File: src/rtl/dcache_ctrl.sv
// dcache_ctrl: per-request sequencer between the CPU load/store port and one
// dcache_line. Latches a CPU read or write, issues it to the line, runs a
// refill on a miss (fill pulse, count memory beats) and replays the request
// once. Returns load data plus a completion or error pulse to the CPU.
//
// Ports:
//   clk, reset                  clock, asynchronous active-high reset
//   cpu_addr/datain/be          CPU request payload
//   cpu_rdreq/cpu_wrreq         CPU request pulses (ignored while cpu_busy)
//   cpu_dataout                 last load data
//   cpu_valid/cpu_err           one-cycle completion / error pulses
//   cpu_busy                    request in flight
//   dcache_addr/datain/be       latched request payload to the line
//   dcache_rdreq/dcache_wrreq   one-cycle request pulses to the line
//   line_out/valid/miss         line response
//   line_fill                   one-cycle refill command
//   mem_valid, mem_burstlen     memory beat strobe and refill burst length
module dcache_ctrl #(
  parameter int unsigned ADDRBITS     = 32,
  parameter int unsigned DATABITS     = 32,
  parameter int unsigned BANKNUM      = 4,
  parameter int unsigned RESP_TIMEOUT = 16,
  parameter int unsigned FILL_TIMEOUT = 4096
) (
  input  logic                clk,
  input  logic                reset,
  input  logic [ADDRBITS-1:0] cpu_addr,
  input  logic [DATABITS-1:0] cpu_datain,
  input  logic                cpu_rdreq,
  input  logic                cpu_wrreq,
  input  logic [BANKNUM-1:0]  cpu_be,
  output logic [DATABITS-1:0] cpu_dataout,
  output logic                cpu_valid,
  output logic                cpu_err,
  output logic                cpu_busy,
  output logic [ADDRBITS-1:0] dcache_addr,
  output logic [DATABITS-1:0] dcache_datain,
  output logic [BANKNUM-1:0]  dcache_be,
  output logic                dcache_rdreq,
  output logic                dcache_wrreq,
  input  logic [DATABITS-1:0] line_out,
  input  logic                line_valid,
  input  logic                line_miss,
  output logic                line_fill,
  input  logic                mem_valid,
  input  logic [15:0]         mem_burstlen
);

  localparam int unsigned TMO_MAX = (RESP_TIMEOUT > FILL_TIMEOUT) ? RESP_TIMEOUT : FILL_TIMEOUT;
  localparam int unsigned TMOW    = $clog2(TMO_MAX + 1);

  localparam logic [1:0] ST_IDLE   = 2'd0;
  localparam logic [1:0] ST_LOOKUP = 2'd1;
  localparam logic [1:0] ST_FILL   = 2'd2;
  localparam logic [1:0] ST_REPLAY = 2'd3;

  logic [1:0]          state_q, state_d;
  logic [ADDRBITS-1:0] addr_q, addr_d;
  logic [DATABITS-1:0] data_q, data_d;
  logic [BANKNUM-1:0]  be_q, be_d;
  logic                is_wr_q, is_wr_d;
  logic                retry_q, retry_d;
  logic [TMOW-1:0]     tmo_q, tmo_d;
  logic [15:0]         beat_q, beat_d;
  logic [15:0]         blen_q, blen_d;
  logic [DATABITS-1:0] dout_q, dout_d;
  logic                rdreq_q, rdreq_d;
  logic                wrreq_q, wrreq_d;
  logic                valid_q, valid_d;
  logic                err_q, err_d;
  logic                fill_q, fill_d;
  logic                busy_q, busy_d;
  logic [15:0]         beat_inc_c;

  assign beat_inc_c = beat_q + 16'd1;

  // Next-state and registered-output logic.
  always_comb begin
    state_d = state_q;
    addr_d  = addr_q;
    data_d  = data_q;
    be_d    = be_q;
    is_wr_d = is_wr_q;
    retry_d = retry_q;
    tmo_d   = tmo_q;
    beat_d  = beat_q;
    blen_d  = blen_q;
    dout_d  = dout_q;
    rdreq_d = 1'b0;
    wrreq_d = 1'b0;
    valid_d = 1'b0;
    err_d   = 1'b0;
    fill_d  = 1'b0;

    case (state_q)
      ST_IDLE: begin
        if (cpu_rdreq || cpu_wrreq) begin
          addr_d  = cpu_addr;
          data_d  = cpu_datain;
          be_d    = cpu_be;
          // A simultaneous read and write keeps the read only.
          is_wr_d = !cpu_rdreq;
          rdreq_d = cpu_rdreq;
          wrreq_d = !cpu_rdreq;
          state_d = ST_LOOKUP;
        end
      end
      ST_LOOKUP: begin
        tmo_d = tmo_q + TMOW'(1);
        if (line_valid) begin
          if (!is_wr_q) dout_d = line_out;
          valid_d = 1'b1;
          state_d = ST_IDLE;
        end else if (line_miss) begin
          if (retry_q) begin
            err_d   = 1'b1;
            state_d = ST_IDLE;
          end else begin
            fill_d  = 1'b1;
            blen_d  = (mem_burstlen == 16'd0) ? 16'd1 : mem_burstlen;
            beat_d  = 16'd0;
            tmo_d   = '0;
            state_d = ST_FILL;
          end
        end else if (tmo_q == TMOW'(RESP_TIMEOUT - 1)) begin
          err_d   = 1'b1;
          state_d = ST_IDLE;
        end
      end
      ST_FILL: begin
        tmo_d = tmo_q + TMOW'(1);
        if (mem_valid) beat_d = beat_inc_c;
        // Replay pulse is launched together with the move to REPLAY so it
        // appears the cycle after the final beat.
        if (mem_valid && (beat_inc_c == blen_q)) begin
          retry_d = 1'b1;
          rdreq_d = !is_wr_q;
          wrreq_d = is_wr_q;
          state_d = ST_REPLAY;
        end else if (tmo_q == TMOW'(FILL_TIMEOUT - 1)) begin
          err_d   = 1'b1;
          state_d = ST_IDLE;
        end
      end
      ST_REPLAY: begin
        tmo_d   = '0;
        state_d = ST_LOOKUP;
      end
      default: state_d = ST_IDLE;
    endcase

    if (state_d == ST_IDLE) begin
      retry_d = 1'b0;
      tmo_d   = '0;
    end
    busy_d = (state_d != ST_IDLE);
  end

  // State and output registers.
  always_ff @(posedge clk or posedge reset) begin
    if (reset) begin
      state_q <= ST_IDLE;
      addr_q  <= '0;
      data_q  <= '0;
      be_q    <= '0;
      is_wr_q <= 1'b0;
      retry_q <= 1'b0;
      tmo_q   <= '0;
      beat_q  <= '0;
      blen_q  <= '0;
      dout_q  <= '0;
      rdreq_q <= 1'b0;
      wrreq_q <= 1'b0;
      valid_q <= 1'b0;
      err_q   <= 1'b0;
      fill_q  <= 1'b0;
      busy_q  <= 1'b0;
    end else begin
      state_q <= state_d;
      addr_q  <= addr_d;
      data_q  <= data_d;
      be_q    <= be_d;
      is_wr_q <= is_wr_d;
      retry_q <= retry_d;
      tmo_q   <= tmo_d;
      beat_q  <= beat_d;
      blen_q  <= blen_d;
      dout_q  <= dout_d;
      rdreq_q <= rdreq_d;
      wrreq_q <= wrreq_d;
      valid_q <= valid_d;
      err_q   <= err_d;
      fill_q  <= fill_d;
      busy_q  <= busy_d;
    end
  end

  assign cpu_dataout   = dout_q;
  assign cpu_valid     = valid_q;
  assign cpu_err       = err_q;
  assign cpu_busy      = busy_q;
  assign dcache_addr   = addr_q;
  assign dcache_datain = data_q;
  assign dcache_be     = be_q;
  assign dcache_rdreq  = rdreq_q;
  assign dcache_wrreq  = wrreq_q;
  assign line_fill     = fill_q;

endmodule

File: config.mk
export PLATFORM = sky130hd
export DESIGN_NAME = dcache_ctrl
export DESIGN_NICKNAME = d
export VERILOG_FILES = /design/src/rtl/dcache_ctrl.sv
export SDC_FILE = /design/constraint.sdc
export NUM_CORES = 1
export LEC_CHECK = 0
export CAP_MARGIN = 20
export CORE_MARGIN = 5
export CORE_UTILIZATION = 52
export CTS_BUF_LIST = sky130_fd_sc_hd__clkbuf_8
export DETAILED_ROUTE_END_ITERATION = 16
export GPL_ROUTABILITY_DRIVEN = 0
export GPL_TIMING_DRIVEN = 0
export PLACE_DENSITY = 0.94
export SLEW_MARGIN = 5
export SYNTH_ARGS = -nofsm -noshare
export SYNTH_HDL_FRONTEND = slang
export SYNTH_SLANG_ARGS = --single-unit
File: constraint.sdc
create_clock -name clk -period 12.7 [get_ports clk]
set_clock_uncertainty 0.1 [all_clocks]
set_input_delay 2.54 -clock clk [delete_from_list [all_inputs] [get_ports clk]]
set_output_delay 2.54 -clock clk [all_outputs]
set_load 0.02 [all_outputs]
==> impl_metrics.tcl, run 1 <==
set metrics [dict create \
    status "finished, final reports clean" \
    finalHoldViolCount 0 \
    cts_tree "yes" \
    cts_sinks 155 \
    start_kind "input pin" \
    tns_ns 0 \
    grt_pass1_vias 6357 \
    synth_cell_types 65 \
    worst_pin_slew_ns 0.718 \
    p_int_mw 1.45 \
    grt-ovfl-total 0 \
    dominantRegCellSynth "dfrtp_1" \
    avgSynthCellArea_um2 12.4 \
    die-height_um 127 \
    synth_edf_count 0 \
    placed_area_um2 9680 \
    seq_area_frac_synth_pct 54.3 \
    p_switching_uw 965 \
    use_met2_pct 49.8 \
    ir_drop_mv 0.207 \
    clock-root-buffer "clkbuf_8" \
    diodes 0 \
    dp_hpwl_um 16100 \
    antenna_found_initial 0 \
    via_per_inst 5.79 \
    drive_above_1_share_pct 22.3 \
    busiest_layer "met2" \
    die_x_um 127 \
    post_cts_buffers 0 \
    p_per_area_nw_per_um2 240 \
    synth_seq_cells 155 \
    core_area_um2 13300 \
    rsz0062_at_grt "false" \
    drt_drc_violations_left 0 \
    rows 42 \
    use_met1_pct 29.6 \
    drt-total-wl_um 21500 \
    io_buffers 228 \
    final_area_um2 10000 \
    grt_usage_pct 27.2 \
    synth_nets 706 \
    dr.pass1.iters 5 \
    die-area_um2 16200 \
    switching_share_pct 40.0 \
    layout.nets 954 \
    hold-worst-slack_ns 0.357 \
    required_ns 12.92 \
    ant_nets 0 \
    grt_pass1_wl_um 34400 \
    vias 5872 \
    leakage_nw 4.04 \
    fin_crit_sh_pct 37.6 \
    seqPwrFrac_pct 34.5 \
    clock_latency_ns 0.46 \
    cp.arrival_ns 4.99 \
    ys_async_sr_fraction_pct 100 \
    hold_path_class "flop to flop" \
    grtUsageMet3_pct 9.06 \
    grt_max_degree 79 \
    cts_buffer_depth 2 \
    h-tree-depth 4 \
    wl_per_cell_um 21.2 \
    critPathKind "input pin to flop" \
    cts_buffers 17 \
    p_comb_share_pct 51.1 \
    cts.reportedPaths.clkPinSlew_ns 0.09 \
    cp-end-kind "flop" \
    drv_cap 0 \
    dp_slack_ns 7.56 \
    setup_viol 0 \
    syn2layout_area_growth_pct 40.6 \
    synth_warnings 0 \
    finalCriticalPeriod_ns 4.78 \
    setup_ws_ns 7.92 \
    initial_core_util_pct 53.5 \
    cts_hold_buf 0 \
    final_max_slew_viol_count 0 \
    io_pins 229 \
    ctsResizeCount 0 \
    critPathMaxFanout 10 \
    slew_headroom_pct 52.2 \
    clock_power_share_pct 14.4 \
    max_clock_freq_mhz 209 \
    syn_area_um2 7140 \
    synth_cells 577 \
    drt_iter0_drc 537 \
]
-- power groups by stage --
stage | Combinational, mW | Sequential, mW | Clock [mW]
after detailed placement | 1.22 | 0.837 | 0
after floorplan | 0.478 | 1.02 | 0
after global placement | 1.18 | 0.814 | 0
after CTS | 1.24 | 0.831 | 0.351
final | 1.23 | 0.832 | 0.346
after global routing | 1.30 | 0.856 | 0.375
-- routing by layer --
layer | up-vias | routed length (um)
li1 | 2616 | -
met1 | 2917 | 7570
met2 | 289 | 11600
met3 | 50 | 1730
met4 | 0 | 580
met5 | - | 0
-- cells in the final DEF (no fill, tap or decap), types with 8 or more instances in the layout --
cell type / netlist / layout
clkdlybuf4s50_1: 0 / 228
dfrtp_1: 155 / 155
mux2_2: 114 / 114
nand2_1: 32 / 32
o21ai_0: 28 / 28
a21oi_1: 23 / 23
clkbuf_8: 3 / 21
nor2_1: 19 / 19
clkbuf_1: 18 / 18
xnor2_1: 14 / 14
nand3_1: 13 / 13
nor4_1: 12 / 12
a211oi_2: 11 / 11
inv_1: 9 / 9
o31ai_1: 9 / 9
nor3_1: 8 / 8
-- path summary, 6_finish.rpt --
| check | start | endpoint | slack, ns | depth (start not counted) |
|---|---|---|---|---|
| setup / recovery | line_miss | tmo_q[3]$_DFFE_PP0P_ | 7.92 | 7 |
| hold / removal | is_wr_q$_DFFE_PP0P_ | dcache_rdreq$_DFF_PP0_ | 0.36 | 1 |
| setup reg to reg | beat_q[0]$_DFFE_PP0P_ | cpu_busy$_DFF_PP0_ | 9.62 | 9 |
| hold reg to reg | is_wr_q$_DFFE_PP0P_ | dcache_rdreq$_DFF_PP0_ | 0.36 | 1 |
| max in group asynchronous | reset | beat_q[10]$_DFFE_PP0P_ | 9.21 | 3 |
| min in group asynchronous | reset | dcache_addr[12]$_DFFE_PP0P_ | 2.46 | 2 |
-- metrics by stage --
step | power [mW] | utilization, % | std cells
2_1_floorplan | 1.50 | - | 577
3_3_place_gp | 1.99 | 72.3 | 981
3_5_place_dp | 2.06 | 72.5 | 982
4_1_cts | 2.42 | 75.2 | 1014
5_1_grt | 2.54 | 75.2 | 1014
6_report | 2.41 | 75.2 | 1014
-- final cells by class --
type	instances	area, um2
plain buffers	31	159
clock buffers	18	248
clock inverters	14	115
fillers	821	3310
inverters	9	38.8
multi-input cells	382	3070
flip-flops and latches	155	3880
well taps	176	220
repair buffers	229	2310
-- worst max-delay path, cell delays in order --
cell and delay (ns):
clkdlybuf4s50_1 0.54, or3b_2 0.50, a31oi_1 0.52, clkbuf_1 0.48
nor3_1 0.13, a21oi_1 0.22, a211oi_2 0.05
-- cells by family (layout without fill, tap and decap cells) --
family / Yosys count / in the layout / share of synthesized area, %
fa+ha+maj: 6 / 6 / 1.05
xor+xnor: 21 / 21 / 2.68
flops: 155 / 155 / 54.3
mux: 114 / 114 / 18.0
simple gates: 136 / 136 / 11.3
buf+inv: 40 / 301 / 2.70
compound gates: 105 / 105 / 10.1
-- sequential cells by signal, summed over array words and instances (netlist names), 2 cells and up --
signal         cells
cpu_dataout       32
dcache_addr       32
dcache_datain     32
beat_q            16
blen_q            16
tmo_q             13
dcache_be          4
state_q            2
-- cells in the mapped netlist (3+ instances only) --
library cell / count / area, um2
a211oi_1: 6 / 45.0
a211oi_2: 11 / 138
a21oi_1: 23 / 115
a31oi_1: 6 / 37.5
and2_1: 4 / 25.0
and3_1: 4 / 25.0
buf_1: 5 / 18.8
buf_2: 4 / 20.0
clkbuf_1: 18 / 67.6
clkbuf_8: 3 / 41.3
dfrtp_1: 155 / 3880
ha_1: 6 / 75.1
inv_1: 9 / 33.8
mux2_2: 114 / 1280
nand2_1: 32 / 120
nand2b_1: 3 / 18.8
nand3_1: 13 / 65.1
nand4_1: 5 / 31.3
nand4b_1: 3 / 26.3
nor2_1: 19 / 71.3
nor3_1: 8 / 40.0
nor3b_1: 3 / 22.5
nor4_1: 12 / 75.1
nor4b_1: 4 / 35.0
o21ai_0: 28 / 140
o31ai_1: 9 / 67.6
xnor2_1: 14 / 123
xor2_1: 6 / 52.6
Power figures use the tool's default switching activity.
==> run 2, diff against run 1 <==
CORE_UTILIZATION = 43   (was 52)
PLACE_DENSITY = 0.83   (was 0.94)
clock period = 3.9 ns   (was 12.7 ns; I/O delays follow)
==> impl_metrics.tcl, run 2 (synthesized netlist as in run 1, its figures left out) <==
set metrics [dict create \
    dr.pass1.iters 6 \
    fin_crit_sh_pct 77.6 \
    diodes 0 \
    core_area_um2 16500 \
    required_ns 4.10 \
    drive_above_1_share_pct 22.5 \
    ir_drop_mv 0.484 \
    io_buffers 228 \
    status "finished, final reports clean" \
    finalCriticalPeriod_ns 3.03 \
    cts_buffer_depth 2 \
    p_switching_mw 2.96 \
    start_kind "flop" \
    via_per_inst 5.29 \
    ctsResizeCount 0 \
    cts.reportedPaths.clkPinSlew_ns 0.09 \
    cp-end-kind "flop" \
    die-area_um2 19300 \
    drt-total-wl_um 18800 \
    finalHoldViolCount 0 \
    dp_hpwl_um 14500 \
    post_cts_buffers 0 \
    layout_common_cells "228 x clkdlybuf4s50_1, 155 x dfrtp_1, 114 x mux2_2" \
    die-height_um 139 \
    drv_cap 0 \
    clock_latency_ns 0.44 \
    cts_buffers 17 \
    critPathKind "flop to flop" \
    grt-ovfl-total 0 \
    rows 47 \
    setup_viol 0 \
    cp_top_family "simple AND/OR/NAND/NOR gates" \
    seqPwrFrac_pct 34.0 \
    initial_core_util_pct 43.4 \
    critPathMaxFanout 10 \
    die_x_um 139 \
    grt_usage_pct 19.7 \
    hp-start "is_wr_q$_DFFE_PP0P_" \
    syn2layout_area_growth_pct 42.5 \
    worst_pin_slew_ns 0.715 \
    final_util_pct 61.8 \
    cts_tree "yes" \
    cts_sinks 155 \
    timing.rr.start "beat_q[0]$_DFFE_PP0P_" \
    antenna_found_initial 0 \
    grt_pass1_wl_um 30400 \
    slowest_stage "or4_4" \
    h-tree-depth 4 \
    clock_power_share_pct 15.8 \
    p_comb_share_pct 50.1 \
    tns_ns 0 \
    p_int_mw 4.85 \
    switching_share_pct 37.9 \
    layout.nets 957 \
    hold-worst-slack_ns 0.376 \
    cp-startpoint "beat_q[0]$_DFFE_PP0P_" \
    drt_iter0_drc 429 \
    cp_cell_sequence "ha_1, nand3_4, or4_4, xnor2_2, o2111ai_1, and4bb_2, a21oi_2, buf_6, a211oi_2" \
    finalPower_mw 7.80 \
    cpPeakStageDelay_ns 0.60 \
    ant_nets 0 \
    io_pins 229 \
    cp.arrival_ns 3.23 \
    wl_per_cell_um 17.8 \
    p_per_area_nw_per_um2 767 \
    hold_path_class "flop to flop" \
    final_common_cell "clkdlybuf4s50_1" \
    clock-root-buffer "clkbuf_8" \
    rrSetupSlack_ns 0.87 \
    final_max_slew_viol_count 0 \
    vias 5599 \
    grt_max_degree 38 \
    drt_drc_violations_left 0 \
    rsz0062_at_grt "false" \
    grt_pass1_vias 5911 \
    slew_headroom_pct 52.3 \
    max_clock_freq_mhz 330 \
    leakage_nw 4.09 \
    path_buf_inv 1 \
    cts_hold_buf 0 \
]
## run 2: power by group through the flow
stage          Combinational [mW]  Clock [mW]  Sequential [mW]
2_1_floorplan                1.56           0             3.31
3_3_place_gp                 3.87           0             2.65
3_5_place_dp                 3.93           0             2.68
4_1_cts                      3.95        1.26             2.66
5_1_grt                      4.17        1.34             2.74
6_report                     3.91        1.24             2.66
## run 2: final cells by class
type	instances	area (um2)
Fill cell	1300	6280
Sequential cell	155	3880
Multi-Input combinational cell	382	3070
Timing Repair Buffer	232	2360
Tap cell	220	275
Clock buffer	19	262
Buffer	31	159
Clock inverter	11	135
Inverter	9	37.5
## run 2: per-layer routing
layer | track usage [%] | vias to the layer above | wire, um | part of all wire (%)
met4 | 7.67 | 0 | 520 | 2.8
met2 | 34.0 | 207 | 9660 | 51
li1 | - | 2620 | - | -
met5 | 0 | - | 0 | 0
met3 | 6.86 | 36 | 1390 | 7.4
met1 | 22.4 | 2736 | 7240 | 38
## run 2: stage by stage
step	instances	area (um2)	worst slack, ns
global placement	1025	9710	-0.325
floorplan	577	7150	1.06
CTS	1059	10200	0.886
finish	1059	10200	0.874
global route	1059	10200	0.688
detailed placement	1029	9790	0.500
## run 2: final timing paths
path                                               end  depth (start not counted)
min                             dcache_rdreq$_DFF_PP0_                          1
max reg2reg                       tmo_q[6]$_DFFE_PP0P_                          9
min in group asynchronous  dcache_addr[12]$_DFFE_PP0P_                          2
max                               tmo_q[6]$_DFFE_PP0P_                          9
max in group asynchronous       beat_q[13]$_DFFE_PP0P_                          5
min reg2reg                     dcache_rdreq$_DFF_PP0_                          1
==> run 3, diff against run 2 <==
clock period = 2.7 ns   (was 3.9 ns; I/O delays follow)
==> impl_metrics.tcl, run 3 (synthesized netlist as in run 1, its figures left out) <==
set metrics [dict create \
    grt_pass1_vias 5900 \
    leakage_nw 4.13 \
    start_kind "input pin" \
    die-height_um 139 \
    required_ns 2.92 \
    path_buf_inv 2 \
    setup_viol 0 \
    setup_ws_ns 0.0753 \
    cp-end-kind "flop" \
    wl_per_cell_um 17.8 \
    vias 5621 \
    worst_pin_slew_ns 0.665 \
    antenna_found_initial 0 \
    drt_iter0_drc 390 \
    max_clock_freq_mhz 381 \
    io_pins 229 \
    diodes 0 \
    io_buffers 228 \
    finalCriticalPeriod_ns 2.62 \
    fin_cells 1063 \
    ir_drop_mv 0.758 \
    tns_ns 0 \
    drive_above_1_share_pct 25.4 \
    h-tree-depth 4 \
    p_per_area_nw_per_um2 1110 \
    cts_buffer_depth 2 \
    slowest_stage "clkdlybuf4s50_1" \
    finalPower_mw 11.4 \
    clock-root-buffer "clkbuf_8" \
    cp_top_family "buffers and inverters" \
    fin_crit_sh_pct 97.2 \
    final_max_slew_viol_count 0 \
    die_x_um 139 \
    syn2layout_area_growth_pct 44.2 \
    cp.arrival_ns 2.85 \
    hold-worst-slack_ns 0.377 \
    critPathKind "input pin to flop" \
    cp_cell_sequence "clkdlybuf4s50_1, or3b_2, a31oi_1, clkbuf_1, nor2_1, o22ai_1, a211oi_1" \
    critPathMaxFanout 10 \
    grt_max_degree 38 \
    rsz0062_at_grt "true" \
    drt-total-wl_um 18900 \
    grt_pass1_wl_um 30500 \
    clock_latency_ns 0.45 \
    placed_cells 1029 \
    cpPeakStageDelay_ns 0.54 \
    via_per_inst 5.29 \
    nFillCells 1281 \
    placed_area_um2 9790 \
    grt_usage_pct 19.7 \
    grt-ovfl-total 0 \
    slew_headroom_pct 55.6 \
    final_area_um2 10300 \
    die-area_um2 19300 \
    rows 47 \
    hold_path_class "flop to flop" \
    cts_sinks 155 \
    cts.reportedPaths.clkPinSlew_ns 0.09 \
    dp_hpwl_um 14500 \
    layout.nets 961 \
    finalHoldViolCount 0 \
    drv_cap 0 \
    final_util_pct 62.6 \
    cts_buffers 17 \
    dr.pass1.iters 5 \
    core_area_um2 16500 \
    layout_common_cells "228 x clkdlybuf4s50_1, 153 x dfrtp_1, 114 x mux2_2" \
    status "finished, final reports clean" \
    ant_nets 0 \
    dp_slack_ns -0.460 \
    initial_core_util_pct 43.4 \
    final_common_cell "clkdlybuf4s50_1" \
    drt_drc_violations_left 0 \
    cts_tree "yes" \
]
-- run 3: cell types whose count changed in the layout (fill, tap and decap cells not counted), moves of 2 or more --
cell / previous run / this run
dfrtp_2: 0 / 2
nor4_1: 12 / 9
clkbuf_1: 18 / 14
dfrtp_1: 155 / 153
buf_2: 4 / 6
nor4_2: 1 / 4
clkbuf_2: 0 / 3
buf_4: 0 / 5
buf_1: 5 / 3
-- run 3: power breakdown --
part | switching, mW | internal, mW
Sequential | 0.544 | 3.29
Combinational | 2.87 | 2.91
Clock | 0.904 | 0.879
-- run 3: routing by layer --
layer	part of all wire [%]	GRT usage, %	routed length (um)	up-vias
met4	2.9	7.67	555	0
met3	7.4	7.07	1400	40
li1	-	-	-	2625
met1	38	22.5	7220	2758
met2	52	34.0	9770	198
met5	0	0	0	-
-- run 3: cell type report --
cell class	instances	area [um2]	share of cell area, %
Clock inverter	11	135	1.31
Sequential cell	155	3880	37.7
Inverter	9	37.5	0.364
Multi-Input combinational cell	382	3150	30.6
Timing Repair Buffer	236	2390	23.2
Tap cell	220	275	2.67
Buffer	31	169	1.64
Clock buffer	19	262	2.54
-- run 3: path summary, 6_finish.rpt --
check / depth (start not counted) / slack [ns] / to / startpoint
worst max-delay path: 7 / 0.08 / tmo_q[11]$_DFFE_PP0P_ / line_miss
worst min-delay path: 1 / 0.38 / dcache_rdreq$_DFF_PP0_ / is_wr_q$_DFFE_PP0P_
worst max register to register: 6 / 0.10 / blen_q[1]$_DFFE_PP0P_ / state_q[1]$_DFF_PP0_
worst min register to register: 1 / 0.38 / dcache_rdreq$_DFF_PP0_ / is_wr_q$_DFFE_PP0P_
max in group asynchronous: 5 / 0.99 / beat_q[1]$_DFFE_PP0P_ / reset
min in group asynchronous: 2 / 0.43 / dcache_addr[12]$_DFFE_PP0P_ / reset
-- run 3: what timing repair did --
| action | CTS | global route |
|---|---|---|
| resized for setup | 11 | 17 |
| hold buffers | 0 | 0 |
| pin swaps | 1 | 5 |
| endpoints found under the setup margin | 45 | 25 |
| setup buffers | 3 | 1 |
